===== config.mk =====
export PLATFORM = sky130hd
export DESIGN_NAME = synchronous_fifo
export DESIGN_NICKNAME = d
export VERILOG_FILES = /design/src/rtl/fifo_pkg.sv /design/src/rtl/fifo_mem.sv /design/src/rtl/synchronous_fifo.sv
export SDC_FILE = /design/constraint.sdc
export NUM_CORES = 1
export LEC_CHECK = 0
export CORE_ASPECT_RATIO = 0.6
export CORE_MARGIN = 2
export CORE_UTILIZATION = 42
export DETAILED_ROUTE_END_ITERATION = 10
export SYNTH_ARGS = -nofsm -noshare
export SYNTH_HDL_FRONTEND = slang
export SYNTH_SLANG_ARGS = --single-unit

===== constraint.sdc =====
create_clock -name clk -period 6 [get_ports clk]
set_input_delay 1.8 -clock clk [delete_from_list [all_inputs] [get_ports clk]]
set_output_delay 1.8 -clock clk [all_outputs]
set_load 0.02 [all_outputs]

===== src/rtl/fifo_pkg.sv =====
// Shared defaults and pointer-width helper for the synchronous FIFO.
package fifo_pkg;

  localparam int unsigned DEFAULT_DATA_WIDTH = 8;
  localparam int unsigned DEFAULT_DEPTH      = 16;

  // Pointer width: address bits plus one wrap bit.
  function automatic int unsigned ptr_w(input int unsigned depth);
    return $clog2(depth) + 1;
  endfunction

endpackage : fifo_pkg


===== src/rtl/fifo_mem.sv =====
// DEPTH x DATA_WIDTH storage: one write port, one registered read port, no reset.
module fifo_mem #(
  parameter int unsigned DATA_WIDTH = 8,
  parameter int unsigned DEPTH      = 16,
  localparam int unsigned ADDR_W    = $clog2(DEPTH)
) (
  input  logic                  clk,
  input  logic                  we_i,
  input  logic [ADDR_W-1:0]     waddr_i,
  input  logic [DATA_WIDTH-1:0] wdata_i,
  input  logic                  re_i,
  input  logic [ADDR_W-1:0]     raddr_i,
  output logic [DATA_WIDTH-1:0] rdata_o
);

  logic [DATA_WIDTH-1:0] mem_q [DEPTH];
  logic [DATA_WIDTH-1:0] rdata_q;

  always_ff @(posedge clk) begin
    if (we_i) begin
      mem_q[waddr_i] <= wdata_i;
    end
  end

  // Read register holds its value when no read is issued.
  always_ff @(posedge clk) begin
    if (re_i) begin
      rdata_q <= mem_q[raddr_i];
    end
  end

  assign rdata_o = rdata_q;

endmodule : fifo_mem


===== src/rtl/synchronous_fifo.sv =====
// Single-clock FIFO with wrap-bit pointers and combinational full/empty.
// Optional occupancy output enabled by defining SYNC_FIFO_COUNT_EN.
module synchronous_fifo
  import fifo_pkg::*;
#(
  parameter int unsigned DATA_WIDTH = DEFAULT_DATA_WIDTH,
  parameter int unsigned DEPTH      = DEFAULT_DEPTH
) (
  input  logic                    clk,
  input  logic                    rst_n,
  input  logic [DATA_WIDTH-1:0]   data_in,
  input  logic                    wr_en,
  input  logic                    rd_en,
  output logic [DATA_WIDTH-1:0]   data_out,
`ifdef SYNC_FIFO_COUNT_EN
  output logic [$clog2(DEPTH):0]  count,
`endif
  output logic                    full,
  output logic                    empty
);

  localparam int unsigned PTR_W  = ptr_w(DEPTH);
  localparam int unsigned ADDR_W = PTR_W - 1;

  logic [PTR_W-1:0]      wr_ptr_q, wr_ptr_d;
  logic [PTR_W-1:0]      rd_ptr_q, rd_ptr_d;
  logic                  out_clr_q, out_clr_d;
  logic                  wr_acc;
  logic                  rd_acc;
  logic [DATA_WIDTH-1:0] mem_rdata;

  // Flags come straight from the registered pointers.
  assign empty = (wr_ptr_q == rd_ptr_q);
  assign full  = (wr_ptr_q[PTR_W-1] != rd_ptr_q[PTR_W-1]) &&
                 (wr_ptr_q[ADDR_W-1:0] == rd_ptr_q[ADDR_W-1:0]);

  assign wr_acc = wr_en && !full;
  assign rd_acc = rd_en && !empty;

  always_comb begin
    wr_ptr_d  = wr_ptr_q;
    rd_ptr_d  = rd_ptr_q;
    out_clr_d = out_clr_q;
    if (wr_acc) begin
      wr_ptr_d = wr_ptr_q + PTR_W'(1);
    end
    if (rd_acc) begin
      rd_ptr_d  = rd_ptr_q + PTR_W'(1);
      out_clr_d = 1'b0;
    end
  end

  always_ff @(posedge clk) begin
    if (rst_n) begin
      wr_ptr_q  <= '0;
      rd_ptr_q  <= '0;
      out_clr_q <= 1'b1;
    end else begin
      wr_ptr_q  <= wr_ptr_d;
      rd_ptr_q  <= rd_ptr_d;
      out_clr_q <= out_clr_d;
    end
  end

  // Writes and reads are gated by reset so it wins over both requests.
  fifo_mem #(
    .DATA_WIDTH (DATA_WIDTH),
    .DEPTH      (DEPTH)
  ) u_mem (
    .clk     (clk),
    .we_i    (wr_acc && !rst_n),
    .waddr_i (wr_ptr_q[ADDR_W-1:0]),
    .wdata_i (data_in),
    .re_i    (rd_acc && !rst_n),
    .raddr_i (rd_ptr_q[ADDR_W-1:0]),
    .rdata_o (mem_rdata)
  );

  // The unreset read register is masked until the first read after reset.
  assign data_out = out_clr_q ? '0 : mem_rdata;

`ifdef SYNC_FIFO_COUNT_EN
  assign count = wr_ptr_q - rd_ptr_q;
`endif

endmodule : synchronous_fifo


==> results.ini <==
[placement]
io_buffers = 21
dp_slack_ps = 1360
hpwl_um = 8180
dp.cells = 548
gp_congestion = 0.842

[synthesis]
synth_top_area_share_pct = 66.2
ys_seq_area_share_pct = 69.8
yosysTopAreaCell = edfxtp_1
synth_warnings = 0
synthCells = 337
synth_area_leaders = edfxtp_1 66%, mux4_1 7.2%, mux4_2 5.5%
avgSynthCellArea_um2 = 18.3
synth_seq_cells = 147
syn_nets = 354
synth_cell_types = 39
synthesis.area_mm2 = 0.00617

[layout]
n_antenna_cell = 0
area_growth_pct = 15.1
fin_cells = 579
fill_cells = 1199
fin_nets = 386
utilization_pct = 49.2
drive_above_1_share_pct = 17.8
multiInputGateArea_mm2 = 0.00165
regArea_mm2 = 0.00431

[global_routing]
grt_pass1_vias = 3072
grt_pass1_wl_um = 18800
grt_overflow = 0
antenna_found_initial = 0
grt_max_degree = 38
globalRouteMet3Util_pct = 4.50
met1_usage_pct = 26.7
busiest_layer = met1
grt_use_met2_pct = 22.0
grt_util_all_layers_pct = 17.0

[timing]
min_period_ps = 4530
fin_tns_setup_ps = 0
drv_slew = 0
max_slew_margin_pct = 18.1
hold_viol_final = 0
skew_ps = 6.02
setup_slack_ps = 1470
max_freq_mhz = 221
worstMarginPinSlew_ps = 1220
setup_viol = 0
rsz0062_at_grt = false
post-route-period-util_pct = 75.4

[setup_path]
crit_path_end_kind = output port
worstPathMaxFanout = 20
start_kind = flop
critPathArrivalTime_ps = 2730
path_class = flop to output port
cp.required_ps = 4200

[clock_network]
post_cts_resized = 0
clock-root-buffer = clkbuf_16
insertion_delay_ps = 410
holdBufCountCts = 0
cts_buffers = 17
clockBufferDepth = 2
cts_tree = yes
htreeDepth = 4
clkTransAtPathRegs_ps = 60
post-cts-setup-buffer-count = 0
cts_num_sinks = 147

[flow_run]
drv_cap = 0

[floorplanning]
core-area_mm2 = 0.0144
start_util_pct = 42.8
io_pins = 22
die_area_mm2 = 0.0157
die_w_um = 160
die_y_um = 97.9
rows = 34

[power]
power.share.sequential_pct = 46.5
switching_share_pct = 23.7
power_switching_mw = 0.586
power_density_mw_per_mm2 = 348
ir_drop_v = 0.000216
power_leakage_nw = 2.25
comb_power_share_pct = 11.7
p_int_mw = 1.88
clockPowerShare_pct = 41.8

[route]
drc = 0
via_count = 3167
viasPerCell = 5.47
antenna_left = 0
drt_iter0_drc = 289
first_pass_iters = 4
wl_per_cell_um = 21.6
totalWireLength_um = 12500

[min_path]
hp-class = flop to flop

[outcome]
status = completed

-- critical path: stages (launching register included) --
cell and delay [ps]:
dfxtp_1 870, xnor2_1 240, nand4_2 240, nor2_1 300
clkdlybuf4s50_1 670
-- cells by family after synthesis --
family | count (synthesis) | synth area share [%]
and+or+nand+nor | 80 | 6.73
muxes | 37 | 13.6
xor gates and xnor gates | 6 | 0.852
adders and majority gates | 5 | 1.01
buffers and inverters | 26 | 3.61
AOI/OAI and AO/OA | 36 | 4.40
DFF | 147 | 69.8
-- layer usage --
| metal | part of all wire (%) | vias up | wire (um) |
|---|---|---|---|
| li1 | - | 1434 | - |
| met1 | 49 | 1608 | 6160 |
| met2 | 41 | 107 | 5150 |
| met3 | 7.8 | 18 | 979 |
| met4 | 1.9 | 0 | 243 |
| met5 | 0 | - | 0 |
-- layout make-up --
class                   instances  share of cell area, %
well taps                     198                   3.49
multi-input cells             164                   23.2
clock buffers                  17                   5.99
inverters                       6                  0.317
clock inverters                14                   2.15
repair buffers                 33                   4.23
flip-flops and latches        147                   60.6
-- sequential cells by signal, summed over array words and instances (netlist names) --
name	flops
wr_ptr_q	5
u_mem.rdata_o	8
out_clr_q	1
u_mem.mem_q	128
rd_ptr_q	5
-- synth_stat cells --
cell,number
mux4_2,15
a21boi_2,2
a31oi_1,8
inv_1,5
nor3_1,9
ha_1,5
nor2b_1,19
mux2i_1,1
edfxtp_1,136
a211oi_1,9
buf_2,1
clkbuf_4,1
o31ai_1,1
xnor2_1,5
nand2_1,25
and3_1,2
and4_1,1
clkbuf_1,4
o21ai_2,1
mux4_1,17
buf_4,3
o21ai_0,1
dfxtp_1,11
nand4_1,5
mux2_2,4
nor4_1,8
a311o_1,3
o2111ai_1,2
clkinv_1,1
a21o_1,1
or3b_1,1
a211oi_2,2
xor2_1,1
buf_6,3
buf_12,1
nor2_1,9
a21oi_1,6
clkbuf_8,7
nand4_2,1
-- worst paths after layout --
kind	start	to	slack (ps)	cells after the start
setup / recovery	rd_ptr_q[3]	full	1470	4
hold / removal	out_clr_q	out_clr_q	610	1
setup reg to reg	rd_ptr_q[3]	u_mem.mem_q[15][3]	3020	4
hold reg to reg	out_clr_q	out_clr_q	610	1
-- power groups by stage --
stage,sequential (mW),combinational [mW],clock (mW)
2_1_floorplan,1.17,0.216,0
3_3_place_gp,1.17,0.290,0
3_5_place_dp,1.17,0.291,0
4_1_cts,1.15,0.292,1.05
5_1_grt,1.15,0.312,1.09
6_report,1.15,0.289,1.03
-- per-stage QoR --
| stage | instance area, um^2 | power (mW) | hold WS (ps) |
|---|---|---|---|
| final | 7100 | 2.47 | 605 |
| after detailed placement | 6520 | 1.46 | 600 |
| after CTS | 7100 | 2.49 | 612 |
| after global placement | 6520 | 1.46 | 586 |
| after global routing | 7100 | 2.56 | 660 |
| after floorplan | 6170 | 1.39 | 537 |
-- cell usage in the layout (no fill, tap or decap), types with 2 or more instances in the layout --
| cell | count |
|---|---|
| edfxtp_1 | 136 |
| nand2_1 | 25 |
| clkdlybuf4s50_1 | 21 |
| nor2b_1 | 19 |
| mux4_1 | 17 |
| clkbuf_16 | 17 |
| mux4_2 | 15 |
| buf_4 | 12 |
| dfxtp_1 | 10 |
| a211oi_1 | 9 |
| nor2_1 | 9 |
| nor3_1 | 9 |
| a31oi_1 | 8 |
| nor4_1 | 7 |
| a21oi_1 | 6 |
| inv_1 | 5 |
| xnor2_1 | 5 |
| nand4_1 | 5 |
| ha_1 | 5 |
| inv_6 | 5 |
| mux2_2 | 4 |
| clkinvlp_4 | 4 |
| clkinv_1 | 3 |
| a311o_1 | 3 |
| a211oi_2 | 2 |
| a21boi_2 | 2 |
| and3_1 | 2 |
| o2111ai_1 | 2 |
| bufinv_16 | 2 |
Note: power is estimated with default switching activity, not from simulation.
